**src/rtl/uart_tx_scheduler_pkg.sv**
```systemverilog
// uart_tx_scheduler_pkg
//  Shared definitions for the shared-UART transmit scheduler: FSM state
//  encoding, default frame payload width and the reference clock / baud
//  figures that the external tick generator is dimensioned from.
//  No ports (package).
package uart_tx_scheduler_pkg;

    // Frame sequencer states
    typedef enum logic [1:0] {
        ST_IDLE  = 2'd0,
        ST_START = 2'd1,
        ST_DATA  = 2'd2,
        ST_STOP  = 2'd3
    } state_e;

    localparam int unsigned CLK_HZ             = 32'd50_000_000;
    localparam int unsigned BAUD               = 32'd115_200;
    localparam int          DEFAULT_DATA_WIDTH = 32'sd8;

    // Width of the stop-bit counter; it must hold values up to 2
    localparam int          STOP_CNT_W         = 32'sd2;

endpackage : uart_tx_scheduler_pkg

```
**src/rtl/uart_tx_scheduler_rr_arbiter.sv**
```systemverilog
// uart_tx_scheduler_rr_arbiter
//  Combinational rotate-priority arbiter. The requester at index ptr has the
//  highest priority, followed by ptr+1, ... wrapping at NUM_REQ.
//  Ports:
//   req      in  NUM_REQ    pending requests
//   ptr      in  ID_WIDTH   index of the highest-priority requester
//   en       in  1          arbitration enable; grant is zero when low
//   grant    out NUM_REQ    one-hot grant (all zero when nothing granted)
//   grant_id out ID_WIDTH   index of the granted requester (0 when none)
module uart_tx_scheduler_rr_arbiter #(
    parameter int NUM_REQ  = 4,
    parameter int ID_WIDTH = $clog2(NUM_REQ)
) (
    input  logic [NUM_REQ-1:0]  req,
    input  logic [ID_WIDTH-1:0] ptr,
    input  logic                en,
    output logic [NUM_REQ-1:0]  grant,
    output logic [ID_WIDTH-1:0] grant_id
);

    // Scan from ptr upward with wrap, taking the first pending request
    always_comb begin
        int  idx;
        logic found;
        grant    = '0;
        grant_id = '0;
        found    = 1'b0;
        idx      = 0;
        if (en) begin
            for (int i = 0; i < NUM_REQ; i++) begin
                idx = int'(ptr) + i;
                if (idx >= NUM_REQ) begin
                    idx = idx - NUM_REQ;
                end else begin
                    idx = idx;
                end
                if (!found && req[idx]) begin
                    grant[idx] = 1'b1;
                    grant_id   = ID_WIDTH'(idx);
                    found      = 1'b1;
                end else begin
                    found = found;
                end
            end
        end else begin
            grant    = '0;
            grant_id = '0;
        end
    end

endmodule : uart_tx_scheduler_rr_arbiter

```
**src/rtl/uart_tx_scheduler.sv**
```systemverilog
// uart_tx_scheduler
//  Shares one UART transmit line between NUM_REQ byte producers. A
//  round-robin arbiter picks a requester while idle; its byte is latched and
//  sent as a start bit, DATA_WIDTH data bits (LSB first) and STOP_BITS stop
//  bits, each bit lasting exactly one tx_tick period.
//  Ports:
//   clk       in  1                   system clock
//   reset     in  1                   synchronous active-high reset
//   tx_tick   in  1                   baud strobe, one clk per bit period
//   req       in  NUM_REQ             requester i has a byte pending
//   req_data  in  NUM_REQ*DATA_WIDTH  byte i at [i*DATA_WIDTH +: DATA_WIDTH]
//   ack       out NUM_REQ             1-clk pulse: byte latched for requester
//   done      out 1                   1-clk pulse at end of last stop bit
//   done_id   out ID_WIDTH            requester of the frame flagged by done
//   busy      out 1                   high from grant until done
//   tx        out 1                   serial line, idle high
module uart_tx_scheduler
    import uart_tx_scheduler_pkg::*;
#(
    parameter int NUM_REQ    = 4,
    parameter int DATA_WIDTH = DEFAULT_DATA_WIDTH,
    parameter int STOP_BITS  = 1,
    parameter int ID_WIDTH   = $clog2(NUM_REQ)
) (
    input  logic                          clk,
    input  logic                          reset,
    input  logic                          tx_tick,
    input  logic [NUM_REQ-1:0]            req,
    input  logic [NUM_REQ*DATA_WIDTH-1:0] req_data,
    output logic [NUM_REQ-1:0]            ack,
    output logic                          done,
    output logic [ID_WIDTH-1:0]           done_id,
    output logic                          busy,
    output logic                          tx
);

    localparam int BIT_CNT_W = (DATA_WIDTH > 1) ? $clog2(DATA_WIDTH) : 1;

    state_e                  state_q, state_d;
    logic [DATA_WIDTH-1:0]   shift_q, shift_d;
    logic [BIT_CNT_W-1:0]    bit_cnt_q, bit_cnt_d;
    logic [STOP_CNT_W-1:0]   stop_cnt_q, stop_cnt_d;
    logic [ID_WIDTH-1:0]     gid_q, gid_d;
    logic [ID_WIDTH-1:0]     ptr_q, ptr_d;
    logic                    tx_q, tx_d;
    logic [NUM_REQ-1:0]      ack_q, ack_d;
    logic                    done_q, done_d;
    logic [ID_WIDTH-1:0]     done_id_q, done_id_d;
    logic                    busy_q, busy_d;

    logic                    arb_en_s;
    logic [NUM_REQ-1:0]      arb_grant_s;
    logic [ID_WIDTH-1:0]     arb_id_s;
    logic                    arb_valid_s;
    logic                    bit_last_s;
    logic                    stop_last_s;

    // Arbitration only happens while idle, so a tick or req change during a
    // frame can never disturb the byte already latched.
    assign arb_en_s    = (state_q == ST_IDLE);
    assign arb_valid_s = |arb_grant_s;
    assign bit_last_s  = (bit_cnt_q == BIT_CNT_W'(DATA_WIDTH - 1));
    assign stop_last_s = (stop_cnt_q == STOP_CNT_W'(STOP_BITS));

    uart_tx_scheduler_rr_arbiter #(
        .NUM_REQ  (NUM_REQ),
        .ID_WIDTH (ID_WIDTH)
    ) u_arb (
        .req      (req),
        .ptr      (ptr_q),
        .en       (arb_en_s),
        .grant    (arb_grant_s),
        .grant_id (arb_id_s)
    );

    // State and datapath registers with synchronous reset
    always_ff @(posedge clk) begin
        if (reset) begin
            state_q    <= ST_IDLE;
            shift_q    <= '0;
            bit_cnt_q  <= '0;
            stop_cnt_q <= '0;
            gid_q      <= '0;
            ptr_q      <= '0;
            tx_q       <= 1'b1;
            ack_q      <= '0;
            done_q     <= 1'b0;
            done_id_q  <= '0;
            busy_q     <= 1'b0;
        end else begin
            state_q    <= state_d;
            shift_q    <= shift_d;
            bit_cnt_q  <= bit_cnt_d;
            stop_cnt_q <= stop_cnt_d;
            gid_q      <= gid_d;
            ptr_q      <= ptr_d;
            tx_q       <= tx_d;
            ack_q      <= ack_d;
            done_q     <= done_d;
            done_id_q  <= done_id_d;
            busy_q     <= busy_d;
        end
    end

    // Next-state logic; tx_tick is deliberately ignored in IDLE so a tick in
    // the grant cycle cannot shorten the start bit.
    always_comb begin
        state_d = state_q;
        case (state_q)
            ST_IDLE: begin
                if (arb_valid_s) begin
                    state_d = ST_START;
                end else begin
                    state_d = ST_IDLE;
                end
            end
            ST_START: begin
                if (tx_tick) begin
                    state_d = ST_DATA;
                end else begin
                    state_d = ST_START;
                end
            end
            ST_DATA: begin
                if (tx_tick && bit_last_s) begin
                    state_d = ST_STOP;
                end else begin
                    state_d = ST_DATA;
                end
            end
            ST_STOP: begin
                if (tx_tick && stop_last_s) begin
                    state_d = ST_IDLE;
                end else begin
                    state_d = ST_STOP;
                end
            end
            default: begin
                state_d = ST_IDLE;
            end
        endcase
    end

    // Output and datapath next values. The first tick in STOP raises the
    // line for the first stop bit; each further tick ends one stop bit, and
    // the tick ending the last one reports done.
    always_comb begin
        shift_d    = shift_q;
        bit_cnt_d  = bit_cnt_q;
        stop_cnt_d = stop_cnt_q;
        gid_d      = gid_q;
        ptr_d      = ptr_q;
        tx_d       = tx_q;
        ack_d      = '0;
        done_d     = 1'b0;
        done_id_d  = done_id_q;
        busy_d     = busy_q;
        case (state_q)
            ST_IDLE: begin
                tx_d = 1'b1;
                if (arb_valid_s) begin
                    ack_d   = arb_grant_s;
                    busy_d  = 1'b1;
                    gid_d   = arb_id_s;
                    shift_d = req_data[int'(arb_id_s)*DATA_WIDTH +: DATA_WIDTH];
                    if (arb_id_s == ID_WIDTH'(NUM_REQ - 1)) begin
                        ptr_d = '0;
                    end else begin
                        ptr_d = arb_id_s + ID_WIDTH'(1);
                    end
                end else begin
                    busy_d = 1'b0;
                end
            end
            ST_START: begin
                if (tx_tick) begin
                    tx_d      = 1'b0;
                    bit_cnt_d = '0;
                end else begin
                    tx_d = tx_q;
                end
            end
            ST_DATA: begin
                if (tx_tick) begin
                    tx_d      = shift_q[0];
                    shift_d   = shift_q >> 1;
                    bit_cnt_d = bit_cnt_q + BIT_CNT_W'(1);
                    if (bit_last_s) begin
                        stop_cnt_d = '0;
                    end else begin
                        stop_cnt_d = stop_cnt_q;
                    end
                end else begin
                    tx_d = tx_q;
                end
            end
            ST_STOP: begin
                if (tx_tick) begin
                    tx_d = 1'b1;
                    if (stop_last_s) begin
                        done_d    = 1'b1;
                        done_id_d = gid_q;
                        busy_d    = 1'b0;
                    end else begin
                        stop_cnt_d = stop_cnt_q + STOP_CNT_W'(1);
                    end
                end else begin
                    tx_d = tx_q;
                end
            end
            default: begin
                tx_d   = 1'b1;
                busy_d = 1'b0;
            end
        endcase
    end

    assign ack     = ack_q;
    assign done    = done_q;
    assign done_id = done_id_q;
    assign busy    = busy_q;
    assign tx      = tx_q;

endmodule : uart_tx_scheduler

```
**config.mk**
```make
export PLATFORM = sky130hd
export DESIGN_NAME = uart_tx_scheduler
export DESIGN_NICKNAME = d
export VERILOG_FILES = /design/src/rtl/uart_tx_scheduler_pkg.sv /design/src/rtl/uart_tx_scheduler_rr_arbiter.sv /design/src/rtl/uart_tx_scheduler.sv
export SDC_FILE = /design/constraint.sdc
export NUM_CORES = 1
export LEC_CHECK = 0
export CELL_PAD_IN_SITES_DETAIL_PLACEMENT = 0
export CELL_PAD_IN_SITES_GLOBAL_PLACEMENT = 1
export CORE_UTILIZATION = 38
export CTS_CLUSTER_DIAMETER = 30
export DETAILED_ROUTE_END_ITERATION = 7
export PLACE_DENSITY = 0.89
export SYNTH_ARGS = -nofsm -noshare
export SYNTH_HDL_FRONTEND = slang
export SYNTH_HIERARCHICAL = 1
export SYNTH_SLANG_ARGS = --single-unit
```
**constraint.sdc**
```tcl
create_clock -name clk -period 4.3 [get_ports clk]
set_clock_uncertainty 0.05 [all_clocks]
set_input_delay 0.645 -clock clk [delete_from_list [all_inputs] [get_ports clk]]
set_output_delay 0.645 -clock clk [all_outputs]
set_load 0.05 [all_outputs]
```
Word level (Yosys, flattened, before mapping)
Cells that the tools add are included.
{"block": "classes", "n_bitwise": 7, "n_reduce_logical": 27, "magnitude_cmp": 12, "n_mux": 73, "n_addsub": 10, "eq_ne": 13, "shift": 1}
{"operator": "$mux W32", "n": 8}
{"operator": "$ge A32 B1 Y1 const B", "n": 4}
{"operator": "$lt A32 B4 Y1 const B", "n": 4}
{"operator": "$ge A32 B4 Y1 const B", "n": 3}
{"operator": "$sub A32 B4 Y32 const B", "n": 3}
{"operator": "$mux W4", "n": 8}
{"operator": "$shiftx A32 B6 Y8", "n": 1}
{"operator": "$mux W1", "n": 27}
{"operator": "$mux W2", "n": 12}
{"operator": "$mux W8", "n": 2}
{"operator": "$pmux W8 S2", "n": 1}
{"operator": "$reduce_and A3 Y1", "n": 5}
{"operator": "$ne A2 B2 Y1 const B", "n": 6}
{"operator": "$or A4 B4 Y4", "n": 3}
{"operator": "$logic_and A1 B1 Y1", "n": 9}
{"operator": "$bmux W1 S2", "n": 4}
{"operator": "$demux W1 S2", "n": 4}
{"operator": "$pmux W2 S4", "n": 1}
{"operator": "$reduce_bool A2 Y1", "n": 4}
{"operator": "$add A2 B2 Y3 const B", "n": 2}
{"operator": "$eq A2 B2 Y1 const B", "n": 3}
{"operator": "$mux W3", "n": 2}
{"operator": "$pmux W3 S2", "n": 1}
{"operator": "$reduce_or A3 Y1", "n": 2}
{"operator": "other kinds (17)", "n": 24}
{"block": "totals", "reg_bits": 28}

Logic depth before layout (Yosys ltp)
{"block": "logic_depth", "word_depth": 23, "ltp_mapped": 13, "mapped_depth_nobuf": 10}

By module
Netlist, hierarchy kept.
{"mod": "uart_tx_scheduler", "area_each_um2": 1554.0, "n_inst": 1, "cells_each": 159, "seq_area_each_um2": 560.5}
{"mod": "uart_tx_scheduler_rr_arbiter", "area_each_um2": 560.5, "n_inst": 1, "cells_each": 76, "seq_area_each_um2": 0.0}

Least setup slack after synthesis
OpenSTA, ideal clock, no wires.
{"block": "synth_path", "kind": "reg2reg", "start": "reg ptr_q[0]", "end": "reg shift_q[0]", "path_slack_ns": 1.035, "period_less_slack_ns": 3.265, "stages_incl_launch_ff": 14, "setup_ns": 0.134, "arrival_ns": 3.081, "path_cell_list": "dfxtp_1 buf_6 inv_1 ha_1 mux2_2 mux2i_4 a31oi_1 a221oi_1 buf_4 buf_4 mux2i_1 nor3_1 a2111oi_2 nor3_2"}
{"block": "synth_via", "elab_chain_len": 23, "elab_cells_between_ends": 85, "cone_classes": "add/sub: 7; order compare: 12; eq/ne: 1; shift: 1; mux: 49; bitwise: 3; reduce/logical: 12"}
{"element": "start: declaration", "line_no": "uart_tx_scheduler.sv:44", "text": "logic [ID_WIDTH-1:0] ptr_q, ptr_d;"}
{"element": "start signal: assignment", "line_no": "uart_tx_scheduler.sv:96", "text": "ptr_q <= ptr_d;"}
{"element": "branches (longest 18 deep; another with $sub A32 B4 Y32)"}
{"element": "$mux W2 *", "line_no": "uart_tx_scheduler_rr_arbiter.sv:37", "text": "if (!found && req[idx]) begin"}
{"element": "$mux W2 *", "line_no": "uart_tx_scheduler_rr_arbiter.sv:29", "text": "if (en) begin"}
{"element": "net arb_id_s[0]", "line_no": "uart_tx_scheduler.sv:53", "text": "logic [ID_WIDTH-1:0] arb_id_s;"}
{"element": "$shiftx A32 B6 Y8 *", "line_no": "uart_tx_scheduler.sv:165", "text": "shift_d = req_data[int'(arb_id_s)*DATA_WIDTH +: DATA_WIDTH];"}
{"element": "$mux W8 *", "line_no": "uart_tx_scheduler.sv:161", "text": "if (arb_valid_s) begin"}
{"element": "$pmux W8 S2 *", "line_no": "uart_tx_scheduler.sv:158", "text": "case (state_q)"}
{"element": "end signal: assignment", "line_no": "uart_tx_scheduler.sv:92", "text": "shift_q <= shift_d;"}
{"element": "end: declaration", "line_no": "uart_tx_scheduler.sv:40", "text": "logic [DATA_WIDTH-1:0] shift_q, shift_d;"}
Mark *: on every way through the listed nets, which the timed path passes. The select of a mux whose other input is x is not followed.
A chain may end at the register's enable or synchronous reset.

Worst setup path in the final report
{"block": "layout_path", "start": "reg ptr_q[1]", "end": "reg shift_q[1]"}
{"block": "layout_via", "elab_chain_len": 23, "elab_cells_between_ends": 85, "cone_classes": "add/sub: 7; order compare: 12; eq/ne: 1; shift: 1; mux: 49; bitwise: 3; reduce/logical: 12"}
{"element": "branches (longest 18 deep; another with $sub A32 B4 Y32)"}
{"element": "$mux W4 *", "line_no": "uart_tx_scheduler_rr_arbiter.sv:37"}
{"element": "$mux W4 *", "line_no": "uart_tx_scheduler_rr_arbiter.sv:29"}
{"element": "net arb_grant_s[0]", "line_no": "uart_tx_scheduler.sv:52", "text": "logic [NUM_REQ-1:0] arb_grant_s;"}
{"element": "$reduce_or A4 Y1 *", "line_no": "uart_tx_scheduler.sv:61", "text": "assign arb_valid_s = |arb_grant_s;"}
{"element": "$ne A2 B1 Y1 (no line) *"}
{"element": "$reduce_and A3 Y1 (no line) *"}
Marked as above.

==> reports/metrics.csv <==
stage,metric,value,unit
grt,grt_max_degree,26,
worst_setup_path,worstSetupPathType,flop to flop,
worst_setup_path,arrival,3680,ps
sta,fin_setup_tns,0,ps
worst_setup_path,crit_chain,inv_2 > ha_1 > mux2_4 > and3_1 > a2111oi_1 > o22ai_1 > nor4_4 > a2bb2oi_4 > a2111oi_2 > nor3_2,
synth,synthCells,235,
worst_setup_path,crit_path_start_kind,flop,
routing,avgViaCountPerCell,5.38,
synth,synth_cell_types,48,
floorplanning,die_width,76.6,um
floorplanning,initial_core_util,40.4,%
final_layout,nets,321,
synth,synth_top_family_by_area,simple AND/OR/NAND/NOR gates,
floorplanning,io_pins,48,
routing,vias,1844,
placement,dp.cells,339,
cts,hold_buffers,0,
synth,synth_xor_xnor_area_share,0,%
run,drv_cap,0,
worst_setup_path,critPathCaptureType,flop,
cts,cts_setup_buffers,0,
worst_hold_path,hp-class,flop to flop,
cts,ctsResizeCount,0,
sta,holdWs,408,ps
synth,ys_ff_latch,28,
final_layout,stdcell_area,2670,um^2
placement,hpwl,3350,um
synth,synth_adder_area_share,4.73,%
worst_setup_path,worst_path_dominant_cell_family,compound AO/OA/AOI/OAI gates,
sta,slew_headroom,28.0,%
placement,place_congestion,0.779,
cts,cts-root-buf,clkbuf_8,
routing,routedWlPerCell,12.8,um
cts,cts.reportedPaths.clkPinSlew,100,ps
pwr,leakagePower,0.994,nW
routing,ant_nets,0,
final_layout,area_growth,26.2,%
grt,overflow,0,
pwr,powerDensity,609,nW/um^2
synth,synth_mux_area_share,17.2,%
final_layout,final_util,50.9,%
routing,dr.pass1.iters,4,
synth,synth-main-ff-cell,dfxtp_1,
cts,clkLatencyLatePin,270,ps
synth,yosysWarnings,6,
sta,max_freq,283,MHz
routing,wirelength,4400,um
cts,cts_buffer_depth,2,
synth,avgSynthCellArea,9.00,um^2
synth,ys_seq_area_share,26.5,%
pwr,ir_drop,0.000311,V
sta,finalSetupViolCount,0,
floorplanning,coreArea,5240,um^2
placement,portBuffers,47,
cts,htree_levels,1,
floorplanning,die_h,76.6,um
sta,fin_crit,3530,ps
sta,worst_slack,769,ps
worst_setup_path,max_stage_delay,570,ps
synth,netlist_area,2110,um^2
sta,fin_crit_sh,82.1,%
pwr,finalPower,1.63,mW
final_layout,diodes,0,
cts,cts_tree,yes,
cts,cts_buffers,3,
sta,hold_viol_final,0,
synth,synth_compound_area_share,19.8,%
grt,grt_first_pass_wirelength,7790,um
status,status,"finished, final reports clean",
worst_setup_path,crit_slowest_cell,dfxtp_1,
sta,drv_slew,0,
worst_setup_path,crit_buf_inv,1,
placement,place_ws,726,ps
routing,drc,0,
worst_setup_path,crit_required,4450,ps
routing,drtIter0Drc,114,
synth,async_reset_ff_share,0,%
synth,synth_edf_count,0,
grt,grt_use_total,16.0,%
grt,grt_pass1_vias,1683,
sta,worstMarginPinSlew,1080,ps
grt,antenna_found_initial,0,
synth,syn_nets,282,
final_layout,layout-drive-gt1-share,13.2,%
floorplanning,die_area,5870,um^2
cts,clock_sinks,28,
placement,placed_cell_area,2600,um^2
final_layout,fin_cells,343,
sta,rsz0062_at_grt,false,
worst_setup_path,crit_path_max_fanout,13,
floorplanning,std_cell_rows,26,
synth,synth_simple_gate_area_share,25.3,%
## cell families (layout without fill, tap and decap cells)
group / Yosys count / in the layout
flops: 28 / 28
compound gates: 50 / 50
buf+inv: 24 / 62
mux: 30 / 30
fa+ha+maj: 8 / 8
simple gates: 95 / 95
## per-layer routing
layer | global-route usage [%] | part of all wire (%) | up-vias
li1 | - | - | 947
met1 | 20.4 | 47 | 840
met2 | 27.6 | 48 | 55
met3 | 3.83 | 5.1 | 2
met4 | 2.31 | 0.30 | 0
met5 | 0 | 0 | -
## layout by cell type, fill, tap and decap left out, drive strengths merged, types with 2 or more instances in the layout
cell	Yosys	routed
and2	4	4
clkdlybuf4s50	0	47
nor3b	8	8
a31oi	2	2
nor2	25	25
inv	8	8
and3	8	8
clkbuf	4	3
mux2	5	5
dfxtp	28	28
nor3	16	16
a22o	2	2
nand2b	4	4
nand4	2	2
o21ai	7	7
a2111oi	11	11
nand2	19	19
a221oi	3	3
buf	12	3
nor2b	4	4
o211ai	2	2
ha	8	8
o22ai	8	8
a21oi	7	7
a22oi	4	4
mux2i	24	24
## worst min-delay path: stages, from the launching register on
cell and delay [ps]:
dfxtp_1 320, nand2_1 50, a21oi_1 50
## state kept, by name (all words and copies together), names as in the netlist
| register | count |
|---|---|
| bit_cnt_q | 3 |
| state_q | 2 |
| tx | 1 |
| done_id | 2 |
| stop_cnt_q | 2 |
| gid_q | 2 |
| ptr_q | 2 |
| ack | 4 |
| shift_q | 8 |
| done | 1 |
| busy | 1 |
## Yosys cell counts, types with 2 or more instances
master / count / area, um^2
nor3b_1: 8 / 60.1
buf_4: 5 / 37.5
a2111oi_2: 7 / 105
dfxtp_1: 28 / 561
mux2i_4: 3 / 67.6
inv_1: 7 / 26.3
mux2i_1: 20 / 200
a2111oi_1: 4 / 40.0
nor3_2: 7 / 70.1
o211ai_1: 2 / 15.0
ha_1: 8 / 100
and3_1: 8 / 50.1
a22o_1: 2 / 17.5
o21ai_0: 6 / 30.0
a221oi_1: 3 / 26.3
nand2b_1: 4 / 25.0
o22ai_1: 8 / 50.1
nor2_1: 24 / 90.1
buf_2: 3 / 15.0
a21oi_1: 7 / 35.0
buf_6: 3 / 33.8
nor3_1: 9 / 45.0
nor2b_1: 3 / 18.8
mux2_2: 3 / 33.8
nand2_1: 19 / 71.3
a22oi_1: 4 / 30.0
and2_1: 4 / 25.0
a31oi_1: 2 / 12.5
nand4_1: 2 / 12.5
clkbuf_1: 4 / 15.0
## final timing paths
check             slack (ps)                       to  cells past startpoint                  start
setup reg to reg         770  shift_q[1]$_SDFFE_PP0P_                     10  ptr_q[1]$_SDFFE_PP0P_
hold / removal           410  done_id[0]$_SDFFE_PP0P_                      2  gid_q[0]$_SDFFE_PP0P_
setup / recovery         770  shift_q[1]$_SDFFE_PP0P_                     10  ptr_q[1]$_SDFFE_PP0P_
hold reg to reg          410  done_id[0]$_SDFFE_PP0P_                      2  gid_q[0]$_SDFFE_PP0P_
## power breakdown
group	internal, mW	leakage [nW]	switching (mW)
registers	0.326	0.229	0.0545
logic	0.459	0.729	0.575
clock network	0.125	0.0357	0.0862
total	0.910	0.994	0.716
## layout make-up
cell class	count	area, um^2
Fill cell	500	2570
Multi-Input combinational cell	183	1430
Sequential cell	28	561
Timing Repair Buffer	50	493
Tap cell	70	87.6
Clock buffer	3	41.3
Clock inverter	1	30.0
Inverter	8	30.0
(Power assumes the default switching activity.)
